===== config.mk =====
export PLATFORM = sky130hd
export DESIGN_NAME = pipe_stage_hs
export DESIGN_NICKNAME = d
export VERILOG_FILES = /design/src/rtl/cpu_pipe_pkg.sv /design/src/rtl/pipe_sat_counter.sv /design/src/rtl/pipe_stage_hs.sv
export SDC_FILE = /design/constraint.sdc
export NUM_CORES = 1
export LEC_CHECK = 0
export CORE_ASPECT_RATIO = 0.6
export CORE_MARGIN = 2
export CORE_UTILIZATION = 30
export CTS_CLUSTER_DIAMETER = 200
export DETAILED_ROUTE_END_ITERATION = 8
export PLACE_DENSITY_LB_ADDON = 0.08
export SLEW_MARGIN = 20
export SYNTH_ARGS = -nofsm -noshare
export SYNTH_HDL_FRONTEND = slang
export SYNTH_SLANG_ARGS = --single-unit

===== constraint.sdc =====
create_clock -name clk -period 4.1 [get_ports clk]
set_input_delay 0.41 -clock clk [delete_from_list [all_inputs] [get_ports clk]]
set_output_delay 0.41 -clock clk [all_outputs]
set_load 0.01 [all_outputs]

===== src/rtl/cpu_pipe_pkg.sv =====
// Shared definitions for the CPU inter-stage pipeline registers: stage bus layouts,
// bubble payloads and the skid-buffer state encoding.
package cpu_pipe_pkg;

    localparam int unsigned PIPE_DATA_W = 128;

    localparam logic [31:0] NOP_IR  = 32'h0000_0000;
    localparam logic [31:0] RST_PC4 = 32'h0000_3004;

    // F/D bus: IR, PC+4
    localparam int unsigned FD_IR_LSB  = 0;
    localparam int unsigned FD_PC4_LSB = 32;

    // D/E bus: IR, PC+4, V1, V2
    localparam int unsigned DE_IR_LSB  = 0;
    localparam int unsigned DE_PC4_LSB = 32;
    localparam int unsigned DE_V1_LSB  = 64;
    localparam int unsigned DE_V2_LSB  = 96;

    // E/M bus: IR, PC+4, ALU result, V2 (store data)
    localparam int unsigned EM_IR_LSB  = 0;
    localparam int unsigned EM_PC4_LSB = 32;
    localparam int unsigned EM_ALU_LSB = 64;
    localparam int unsigned EM_V2_LSB  = 96;

    // M/W bus: IR, PC+4, ALU result, memory read data
    localparam int unsigned MW_IR_LSB  = 0;
    localparam int unsigned MW_PC4_LSB = 32;
    localparam int unsigned MW_ALU_LSB = 64;
    localparam int unsigned MW_DM_LSB  = 96;

    // Bubble payloads: a NOP carrying the reset PC+4 so downstream never sees garbage.
    localparam logic [PIPE_DATA_W-1:0] FD_RST_DATA = {64'h0, RST_PC4, NOP_IR};
    localparam logic [PIPE_DATA_W-1:0] DE_RST_DATA = {32'h0, 32'h0, RST_PC4, NOP_IR};
    localparam logic [PIPE_DATA_W-1:0] EM_RST_DATA = {32'h0, 32'h0, RST_PC4, NOP_IR};
    localparam logic [PIPE_DATA_W-1:0] MW_RST_DATA = {32'h0, 32'h0, RST_PC4, NOP_IR};

    typedef enum logic [1:0] {
        SKID_EMPTY = 2'b00,
        SKID_ONE   = 2'b01,
        SKID_FULL  = 2'b11
    } skid_state_e;

endpackage


===== src/rtl/pipe_sat_counter.sv =====
// Saturating up-counter used for the stage stall statistic; sticks at all-ones.
module pipe_sat_counter #(
    parameter int unsigned STALL_CNT_W = 16
) (
    input  logic                   clk,
    input  logic                   reset_n,
    input  logic                   inc,
    output logic [STALL_CNT_W-1:0] cnt
);

    localparam logic [STALL_CNT_W-1:0] CNT_MAX = '1;

    function automatic logic [STALL_CNT_W-1:0] sat_incr(input logic [STALL_CNT_W-1:0] v);
        return (v == CNT_MAX) ? v : v + 1'b1;
    endfunction

    always_ff @(posedge clk or negedge reset_n) begin
        if (!reset_n) begin
            cnt <= '0;
        end else if (inc) begin
            cnt <= sat_incr(cnt);
        end
    end

endmodule


===== src/rtl/pipe_stage_hs.sv =====
// Valid/ready inter-stage pipeline register with flush-to-bubble, optional 2-entry skid
// buffer (registered in_ready) and a saturating stall counter.
module pipe_stage_hs
    import cpu_pipe_pkg::*;
#(
    parameter int unsigned       DATA_W      = 128,
    parameter logic [DATA_W-1:0] RST_DATA    = '0,
    parameter bit                SKID        = 1'b1,
    parameter int unsigned       STALL_CNT_W = 16
) (
    input  logic                   clk,
    input  logic                   reset_n,
    input  logic                   flush,
    input  logic                   in_valid,
    output logic                   in_ready,
    input  logic [DATA_W-1:0]      in_data,
    output logic                   out_valid,
    input  logic                   out_ready,
    output logic [DATA_W-1:0]      out_data,
    output logic [STALL_CNT_W-1:0] stall_cnt
);

    if (SKID) begin : g_skid
        skid_state_e       state_p0, state_nxt;
        logic [DATA_W-1:0] main_p0, main_nxt;
        logic [DATA_W-1:0] skid_p0, skid_nxt;
        logic              rdy_p0;
        logic              xfer_in, xfer_out;

        assign xfer_in  = in_valid && rdy_p0;
        assign xfer_out = (state_p0 != SKID_EMPTY) && out_ready;

        // Vacated entries are rewritten with RST_DATA so out_data never shows stale payload.
        always_comb begin
            state_nxt = state_p0;
            main_nxt  = main_p0;
            skid_nxt  = skid_p0;
            if (flush) begin
                state_nxt = SKID_EMPTY;
                main_nxt  = RST_DATA;
                skid_nxt  = RST_DATA;
            end else begin
                case (state_p0)
                    SKID_EMPTY: begin
                        if (xfer_in) begin
                            state_nxt = SKID_ONE;
                            main_nxt  = in_data;
                        end
                    end
                    SKID_ONE: begin
                        if (xfer_in && xfer_out) begin
                            main_nxt = in_data;
                        end else if (xfer_in) begin
                            state_nxt = SKID_FULL;
                            skid_nxt  = in_data;
                        end else if (xfer_out) begin
                            state_nxt = SKID_EMPTY;
                            main_nxt  = RST_DATA;
                        end
                    end
                    SKID_FULL: begin
                        if (xfer_out) begin
                            state_nxt = SKID_ONE;
                            main_nxt  = skid_p0;
                            skid_nxt  = RST_DATA;
                        end
                    end
                    default: begin
                        state_nxt = SKID_EMPTY;
                        main_nxt  = RST_DATA;
                        skid_nxt  = RST_DATA;
                    end
                endcase
            end
        end

        always_ff @(posedge clk or negedge reset_n) begin
            if (!reset_n) begin
                state_p0 <= SKID_EMPTY;
                main_p0  <= RST_DATA;
                skid_p0  <= RST_DATA;
                rdy_p0   <= 1'b1;
            end else begin
                state_p0 <= state_nxt;
                main_p0  <= main_nxt;
                skid_p0  <= skid_nxt;
                rdy_p0   <= (state_nxt != SKID_FULL);
            end
        end

        assign in_ready  = rdy_p0;
        assign out_valid = (state_p0 != SKID_EMPTY);
        assign out_data  = main_p0;
    end else begin : g_single
        logic              vld_p0;
        logic [DATA_W-1:0] main_p0;
        logic              xfer_in;

        assign in_ready = !vld_p0 || out_ready;
        assign xfer_in  = in_valid && in_ready;

        always_ff @(posedge clk or negedge reset_n) begin
            if (!reset_n) begin
                vld_p0  <= 1'b0;
                main_p0 <= RST_DATA;
            end else if (flush) begin
                vld_p0  <= 1'b0;
                main_p0 <= RST_DATA;
            end else if (xfer_in) begin
                vld_p0  <= 1'b1;
                main_p0 <= in_data;
            end else if (vld_p0 && out_ready) begin
                vld_p0  <= 1'b0;
                main_p0 <= RST_DATA;
            end
        end

        assign out_valid = vld_p0;
        assign out_data  = main_p0;
    end

    pipe_sat_counter #(
        .STALL_CNT_W(STALL_CNT_W)
    ) u_stall_cnt (
        .clk     (clk),
        .reset_n (reset_n),
        .inc     (out_valid && !out_ready),
        .cnt     (stall_cnt)
    );

endmodule


* Word-level counts from Yosys, hierarchy flattened
Cells that the tools add are included.
Word-level totals: input port bits 133, register bits after elaboration 275, output and inout port bits 146, logic and storage cells 45
Operators by class: add/sub/neg operators 1, reduce and logical (&&, ||, !) cells 10, bitwise gates (word level) 1, mux-type cells 17, equality and inequality tests 11
Operators with widths (number):
- $mux 128 | 8
- $pmux 128 s3 | 2
- $add 16x1->16 const B | 1
- $eq 16x16->1 const B | 1
- $mux 2 | 6
- $ne 3x3->1 const B | 4
- $ne 4x4->1 const B | 2
- $reduce_and 4->1 | 2
- $pmux 2 s3 | 1
- $logic_and 1x1->1 | 4
- $ne 2x2->1 const B | 2
- $eq 2x1->1 const B | 1
- $eq 2x2->1 const B | 1
- $logic_not 2->1 | 1
- $reduce_and 2->1 | 1
- $reduce_bool 2->1 | 1
- $logic_not 1->1 | 1
- $not 1->1 | 1

* Logic depth before layout (Yosys ltp)
Gate-level depths: netlist of the first run.
depth after elaboration 8, gate-level depth with buffers 7

* By module
A second synthesis of the first run with hierarchy kept.
Second synthesis, totals: cell total of the unflattened synthesis 1216, area, all modules 13061.3 µm²
Modules (own cells, without submodules):
- pipe_stage_hs | area each 12260.5 µm², cells each 1147, seq. area each 6482.5 µm², instances 1
- pipe_sat_counter | area each 800.8 µm², cells each 69, seq. area each 400.4 µm², instances 1

* Least setup slack after synthesis of the first run
Ideal clock, no wire load.
path type reg-to-reg, start reg u_stall_cnt.cnt[0], end reg u_stall_cnt.cnt[14], buffers on the path 0, clock period less this slack 1757 ps, cell stages (with the launch flop) 6, slack 2343 ps, data arrival time 1678 ps, cell sequence dfrtp_1 > ha_1 > nand2_1 > or4_4 > nor4_4 > xor2_1
On the way: cells in the longest elaborated chain, start to end 3, elaborated cells on any way between the ends 4
Ends and longest elaborated chain:
- start, declared | RTL line pipe_sat_counter.sv:8 | output logic [STALL_CNT_W-1:0] cnt
- start signal, assigned | RTL line pipe_sat_counter.sv:21 | cnt <= sat_incr(cnt);
- parallel branches: the longest is 3 deep, another holds $add 16x1->16
Parallel ways; which one is timed is not known. A chain may end at the register's enable or synchronous reset.

* Worst setup path after layout of the first run
start reg g_skid.state_p0[1], end out out_valid
On the way: cells in the longest elaborated chain, start to end 1
Ends and longest elaborated chain:
- start, declared | RTL line pipe_stage_hs.sv:24 | skid_state_e state_p0, state_nxt;
- start signal, assigned | RTL line pipe_stage_hs.sv:84 | state_p0 <= state_nxt;
- $reduce_bool 2->1 | RTL line pipe_stage_hs.sv:92 | assign out_valid = (state_p0 != SKID_EMPTY);
- end, declared | RTL line pipe_stage_hs.sv:17 | output logic out_valid,
Every way passes these cells.

==> metrics.md, run 1 <==
| Metric | Value |
|---|---|
| Outcome | `complete, no violations` |
| Synth Net Count | `roughly 1.3k` |
| Final HPWL DP | `21.7 mm` |
| Nets@finish | `between 1.5k and 2k` |
| P_leak | `7.01 nW` |
| 1st-iter DRT viols | `615` |
| Cells after synthesis | `1210` |
| Post-Layout Cell Count | `1999` |
| Setup_tns | `0 ns` |
| Routed len/inst | `18.3 µm` |
| Vias after detailed routing | `9383` |
| Share of layout cells above drive strength 1 | `0.0518` |
| PortBufs | `278` |
| Detailed Routing Iterations Pass 1 | `5` |
| Synth top area share | `0.562` |
| Post-CTS Resized | `0` |
| Final setup vio count | `0` |
| Clock Latency Late Sink | `0.56 ns` |
| Worst Setup End Kind | `primary output` |
| Fraction of synthesis flops using an asynchronous set or reset pin | `1.00` |
| Most frequent cells in the layout | `277 x clkdlybuf4s50_1, 274 x dfrtp_1, 264 x nand2_1, 132 x inv_1, 129 x o21ai_0` |
| MaxCap Viol Count | `0` |
| Top FF cell, synth | `dfrtp_1` |
| First-pass GRT wire length | `58.6 mm` |
| Worst EP arrival | `around 2.1 ns` |
| Total I/O pin count | `279` |
| Multi-input logic area | `4430 µm²` |
| Die Y | `160 µm` |
| Post-route DRC | `0` |
| GR Overflow Total | `0` |
| Cells after DPL | `1947` |
| CTS tree | `yes` |
| Slew HR | `0.416` |
| Synth area leaders | `dfrtp_1 56%, mux2i_1 10%, nand2_1 8.1%` |
| # rows | `57` |
| Register Area | `roughly 7000 µm²` |
| Startpoint types | `flip-flop` |
| H-tree Lvls | `1` |
| Synth area leader | `dfrtp_1` |
| Num CTS Buffers | `29` |
| Final WL | `36.6 mm` |
| Final hold vios | `0` |
| Crit-path max FO | `12` |
| P per Cell Area | `just over 400 nW/µm²` |
| R2R setup slack | `1.81 ns` |
| Total global-route track usage | `0.174` |
| Post-synthesis sequential area ratio | `0.564` |
| CTS root buffer | `clkbuf_16` |
| Library cells used by synthesis | `42` |
| Commonest non-fill, non-tap cell in the layout | `clkdlybuf4s50_1` |
| Die area | `42400 µm²` |
| Fmax | `403 MHz` |
| Starting density of the core | `0.303` |
| Area grow syn2layout | `34.4%` |
| Core area | `40300 µm²` |
| Clock Tree Buf Depth | `3` |
| Post-synth EDFFs | `0` |
| Synth warnings | `0` |
| # clock sinks | `275` |
| Slew Viols, Final | `0` |
| Largest net degree at the start of global routing | `about 130` |
| Avg Vias per Cell | `approximately 4.7` |
| RSZ-0062 raised after global routing | `false` |
| Initial antenna violation count | `1` |
| Clock period minus worst slack | `2.48 ns` |
| Crit share post-route | `0.605` |
| Synth Cell Area | `roughly 12000 µm²` |
| Peak supply drop | `255 µV` |
| GP Congestion | `roughly 0.74` |
| Overall die width | `between 200 and 300 µm` |
| Detail Route Antenna Nets | `0` |
| Crit Path Class | `flip-flop to primary output` |
| # fillers | `3978` |
| Vias in the first global route | `9838` |
| Worst Tran Pin Value | `0.876 ns` |
| Clock Pin Slew Worst Setup and Hold Paths | `0.06 ns` |
| Average size of a mapped cell | `just over 10 µm²` |
| Skew final | `between 0.015 and 0.02 ns` |
| Min-Delay Path Class | `input port to flip-flop` |
| Synthesized flop and latch total | `~280` |
| WP data required | `3.69 ns` |
[metrics by stage]
step | power (mW) | hold slack (ns) | area (µm²) | util | worst slack (ns)
2_1_floorplan | 3.55 | 0.114 | 12200 | - | 2.34
3_3_place_gp | 4.20 | 0.462 | 15500 | 0.384 | 1.52
3_5_place_dp | 4.21 | 0.469 | 15500 | 0.384 | 1.46
4_1_cts | 6.86 | 0.396 | 16400 | 0.407 | 1.57
5_1_grt | 7.08 | 0.409 | 16400 | 0.407 | 1.56
6_report | 6.73 | 0.432 | 16400 | 0.407 | 1.62
[layout make-up]
class | instances | share of cell area
Clock buffer | 41 | 0.0506
Timing Repair Buffer | 293 | 0.185
Antenna cell | 1 | 0.000153
Clock inverter | 9 | 0.00458
Inverter | 132 | 0.0302
Multi-Input combinational cell | 717 | 0.270
Tap cell | 531 | 0.0405
Sequential cell | 275 | 0.420
[cell usage after synthesis (all sizes together), types with 2 or more instances]
library cell and count:
o31ai 2, nand2b 2, nand2 264, o21a 2, nor4b 2, a21oi 7
nand4 4, a22oi 128, inv 132, clkbuf 58, mux2 2, nor2 10
or3 2, nor4 4, a211o 2, o21ai 129, dfrtp 274, nor3 3
xor2 9, nand3 6, or2 2, mux2i 128, buf 28
[power breakdown]
part	total [mW]	leakage [nW]	internal [mW]	switching [mW]
combinational	1.10	2.88	0.549	0.549
clock	2.59	0.445	1.46	1.13
sequential	3.04	3.69	2.91	0.134
[what timing repair did]
item / 4_1_cts / 5_1_grt
hold buffers: 1 / 0
buffers inserted: 0 / 0
hold endpoints to repair: 95 / 0
endpoints found under the setup margin: 0 / 0
[state kept, by name (all words and copies together), names as in the netlist]
register,flops
in_ready,1
u_stall_cnt.cnt,16
out_data,128
g_skid.skid_p0,128
g_skid.state_p0,2
[path summary, 6_finish.rpt]
check,start,endpoint,depth (start not counted)
worst min register to register,out_data[42]$_DFFE_PN0P_,out_data[42]$_DFFE_PN0P_,2
max in group asynchronous,reset_n,out_data[29]$_DFFE_PN0P_,3
worst max-delay path,g_skid.state_p0[1]$_DFF_PN0_,out_valid,2
worst min-delay path,in_data[83],g_skid.skid_p0[83]$_DFFE_PN0P_,3
worst max register to register,g_skid.state_p0[1]$_DFF_PN0_,out_data[37]$_DFFE_PN0P_,5
min in group asynchronous,reset_n,g_skid.skid_p0[66]$_DFFE_PN0P_,2
[cell families (layout without fill, tap and decap cells)]
group / count (synthesis) / after routing / share of synthesized area
and+or+nand+nor: 303 / 303 / 0.102
DFF: 275 / 275 / 0.564
AOI/OAI and AO/OA: 274 / 274 / 0.142
buffers and inverters: 218 / 475 / 0.0778
muxes: 130 / 130 / 0.107
xor gates and xnor gates: 9 / 9 / 0.00646
adders and majority gates: 1 / 1 / 0.00102
other: 0 / 1 / 0
[per-layer routing]
layer / part of all wire / vias to the layer above / track usage
li1: - / 4526 / -
met1: 0.50 / 4638 / 0.257
met2: 0.44 / 181 / 0.268
met3: 0.044 / 38 / 0.0307
met4: 0.019 / 0 / 0.0336
met5: 0 / - / 0
[worst max-delay path, cell delays in order, from the launching register on]
cell             delay [ns]
dfrtp_1                0.73
or2_2                  0.21
clkdlybuf4s50_1        0.58
Power figures use the tool's default switching activity.
==> inputs of run 2 (changes only) <==
clock period = 2.31 ns   (was 4.1 ns; I/O delays follow)
==> run 2 against run 1 <==
Net effect:
- combinational power is 82% higher
- power is 85% higher
- worst hold slack worse by 0.24 ns
- worst setup slack worse by 1.6 ns
- sequential power is 78% higher
- utilization is 0.84 points higher
- critical path depth is 1 higher
- largest cell class unchanged
==> metrics.md, run 2 (same netlist as run 1, synthesis figures left out) <==
| Metric | Value |
|---|---|
| Final HPWL DP | `23.0 mm` |
| Final setup vio count | `0` |
| Min-Delay Path Class | `input port to async pin` |
| # rows | `57` |
| P_leak | `7.18 nW` |
| RSZ-0062 raised after global routing | `false` |
| Crit share post-route | `0.973` |
| GP Congestion | `0.738` |
| Commonest non-fill, non-tap cell in the layout | `clkdlybuf4s50_1` |
| Power, Total | `~12 mW` |
| Clock Latency Late Sink | `0.57 ns` |
| Clock Pin Slew Worst Setup and Hold Paths | `0.06 ns` |
| Total global-route track usage | `0.175` |
| Worst Tran Pin Value | `0.481 ns` |
| Clock Tree Buf Depth | `3` |
| Final hold vios | `0` |
| Area grow syn2layout | `37.1%` |
| PortBufs | `278` |
| H-tree Lvls | `1` |
| GR Overflow Total | `0` |
| Post-CTS setup buffers | `0` |
| Slew Viols, Final | `0` |
| Crit Path Class | `flip-flop to primary output` |
| # clock sinks | `275` |
| Worst Setup End Kind | `primary output` |
| Detailed Routing Iterations Pass 1 | `5` |
| Initial antenna violation count | `1` |
| Vias in the first global route | `9769` |
| Final WL | `~37 mm` |
| Detail Route Antenna Nets | `0` |
| Total I/O pin count | `roughly 280` |
| Most frequent cells in the layout | `277 x clkdlybuf4s50_1, 273 x dfrtp_1, 264 x nand2_1, 132 x inv_1, 129 x o21ai_0` |
| MaxCap Viol Count | `0` |
| P per Cell Area | `743 nW/µm²` |
| Die Y | `160 µm` |
| Largest net degree at the start of global routing | `83` |
| Skew final | `0.0168 ns` |
| # fillers | `3875` |
| Overall die width | `264 µm` |
| Clock period minus worst slack | `between 2 and 2.5 ns` |
| Outcome | `complete, no violations` |
| Nets@finish | `~1.6k` |
| Worst EP arrival | `2.02 ns` |
| Starting density of the core | `0.303` |
| Crit-path max FO | `7` |
| Share of layout cells above drive strength 1 | `0.0645` |
| Routed len/inst | `18.4 µm` |
| Fmax | `445 MHz` |
| Avg Vias per Cell | `4.70` |
| Core area | `40300 µm²` |
| WP data required | `2.08 ns` |
| CTS tree | `yes` |
| Post-route DRC | `0` |
| Vias after detailed routing | `9492` |
| Num CTS Buffers | `30` |
| Die area | `42400 µm²` |
| Peak supply drop | `535 µV` |
| First-pass GRT wire length | `58.9 mm` |
| CTS root buffer | `clkbuf_16` |
| 1st-iter DRT viols | `612` |
| Slew HR | `0.676` |
| Startpoint types | `flip-flop` |
| Setup_tns | `0 ns` |
## run 2: metal layers
metal,track usage,vias up,routed length (µm)
li1,-,4560,-
met1,0.254,4704,18200
met2,0.269,176,16600
met3,0.0358,50,1710
met4,0.0351,2,697
met5,0,-,13
## run 2: repair_timing
item	4_1_cts	5_1_grt
hold endpoints to repair	43	0
hold buffers	1	0
setup endpoints to repair	1	0
gates resized for setup	1	0
## run 2: path summary, 6_finish.rpt
| check | from | end | slack [ns] | cells past startpoint |
|---|---|---|---|---|
| max | g_skid.state_p0[1]$_DFF_PN0_ | out_valid | 0.06 | 3 |
| min | reset_n | u_stall_cnt.cnt[15]$_DFFE_PN0P_ | 0.19 | 2 |
| max reg2reg | g_skid.state_p0[0]$_DFF_PN0_ | g_skid.skid_p0[72]$_DFFE_PN0P_ | 0.43 | 5 |
| min reg2reg | out_data[8]$_DFFE_PN0P_ | out_data[8]$_DFFE_PN0P_ | 0.48 | 2 |
| max in group asynchronous | reset_n | out_data[80]$_DFFE_PN0P_ | 1.38 | 3 |
| min in group clk | in_data[112] | g_skid.skid_p0[112]$_DFFE_PN0P_ | 0.24 | 3 |
## run 2: worst max-delay path, stage by stage, from the launching register on
cell and delay (ns):
dfrtp_2 0.48, buf_4 0.20, or2_2 0.27, clkdlybuf4s50_1 0.52
## run 2: layout make-up
class / instances / area [µm²] / area share
Sequential cell: 275 / 6880 / 0.411
Multi-Input combinational cell: 717 / 4430 / 0.264
Timing Repair Buffer: 308 / 3250 / 0.194
Clock buffer: 44 / 875 / 0.0522
Tap cell: 531 / 664 / 0.0397
Inverter: 132 / 495 / 0.0296
Clock inverter: 12 / 143 / 0.00852
Antenna cell: 1 / 2.50 / 0.000149
## run 2: report_power, final
part	internal [mW]	leakage, nW	switching, mW
sequential	5.17	3.69	0.242
combinational	1.01	2.99	0.984
clock	2.95	0.494	2.08
## run 2: metrics by stage
stage | util | hold slack (ns) | instances | setup slack, ns | instance area (µm²)
6_report | 0.416 | 0.190 | 2020 | 0.0623 | 16700
5_1_grt | 0.415 | 0.213 | 2019 | 0.000106 | 16700
4_1_cts | 0.415 | 0.180 | 2019 | 0.0169 | 16700
3_5_place_dp | 0.390 | 0.191 | 1962 | 0.162 | 15700
3_3_place_gp | 0.390 | 0.190 | 1962 | 0.214 | 15700
2_1_floorplan | - | -0.0646 | 1210 | 0.553 | 12200
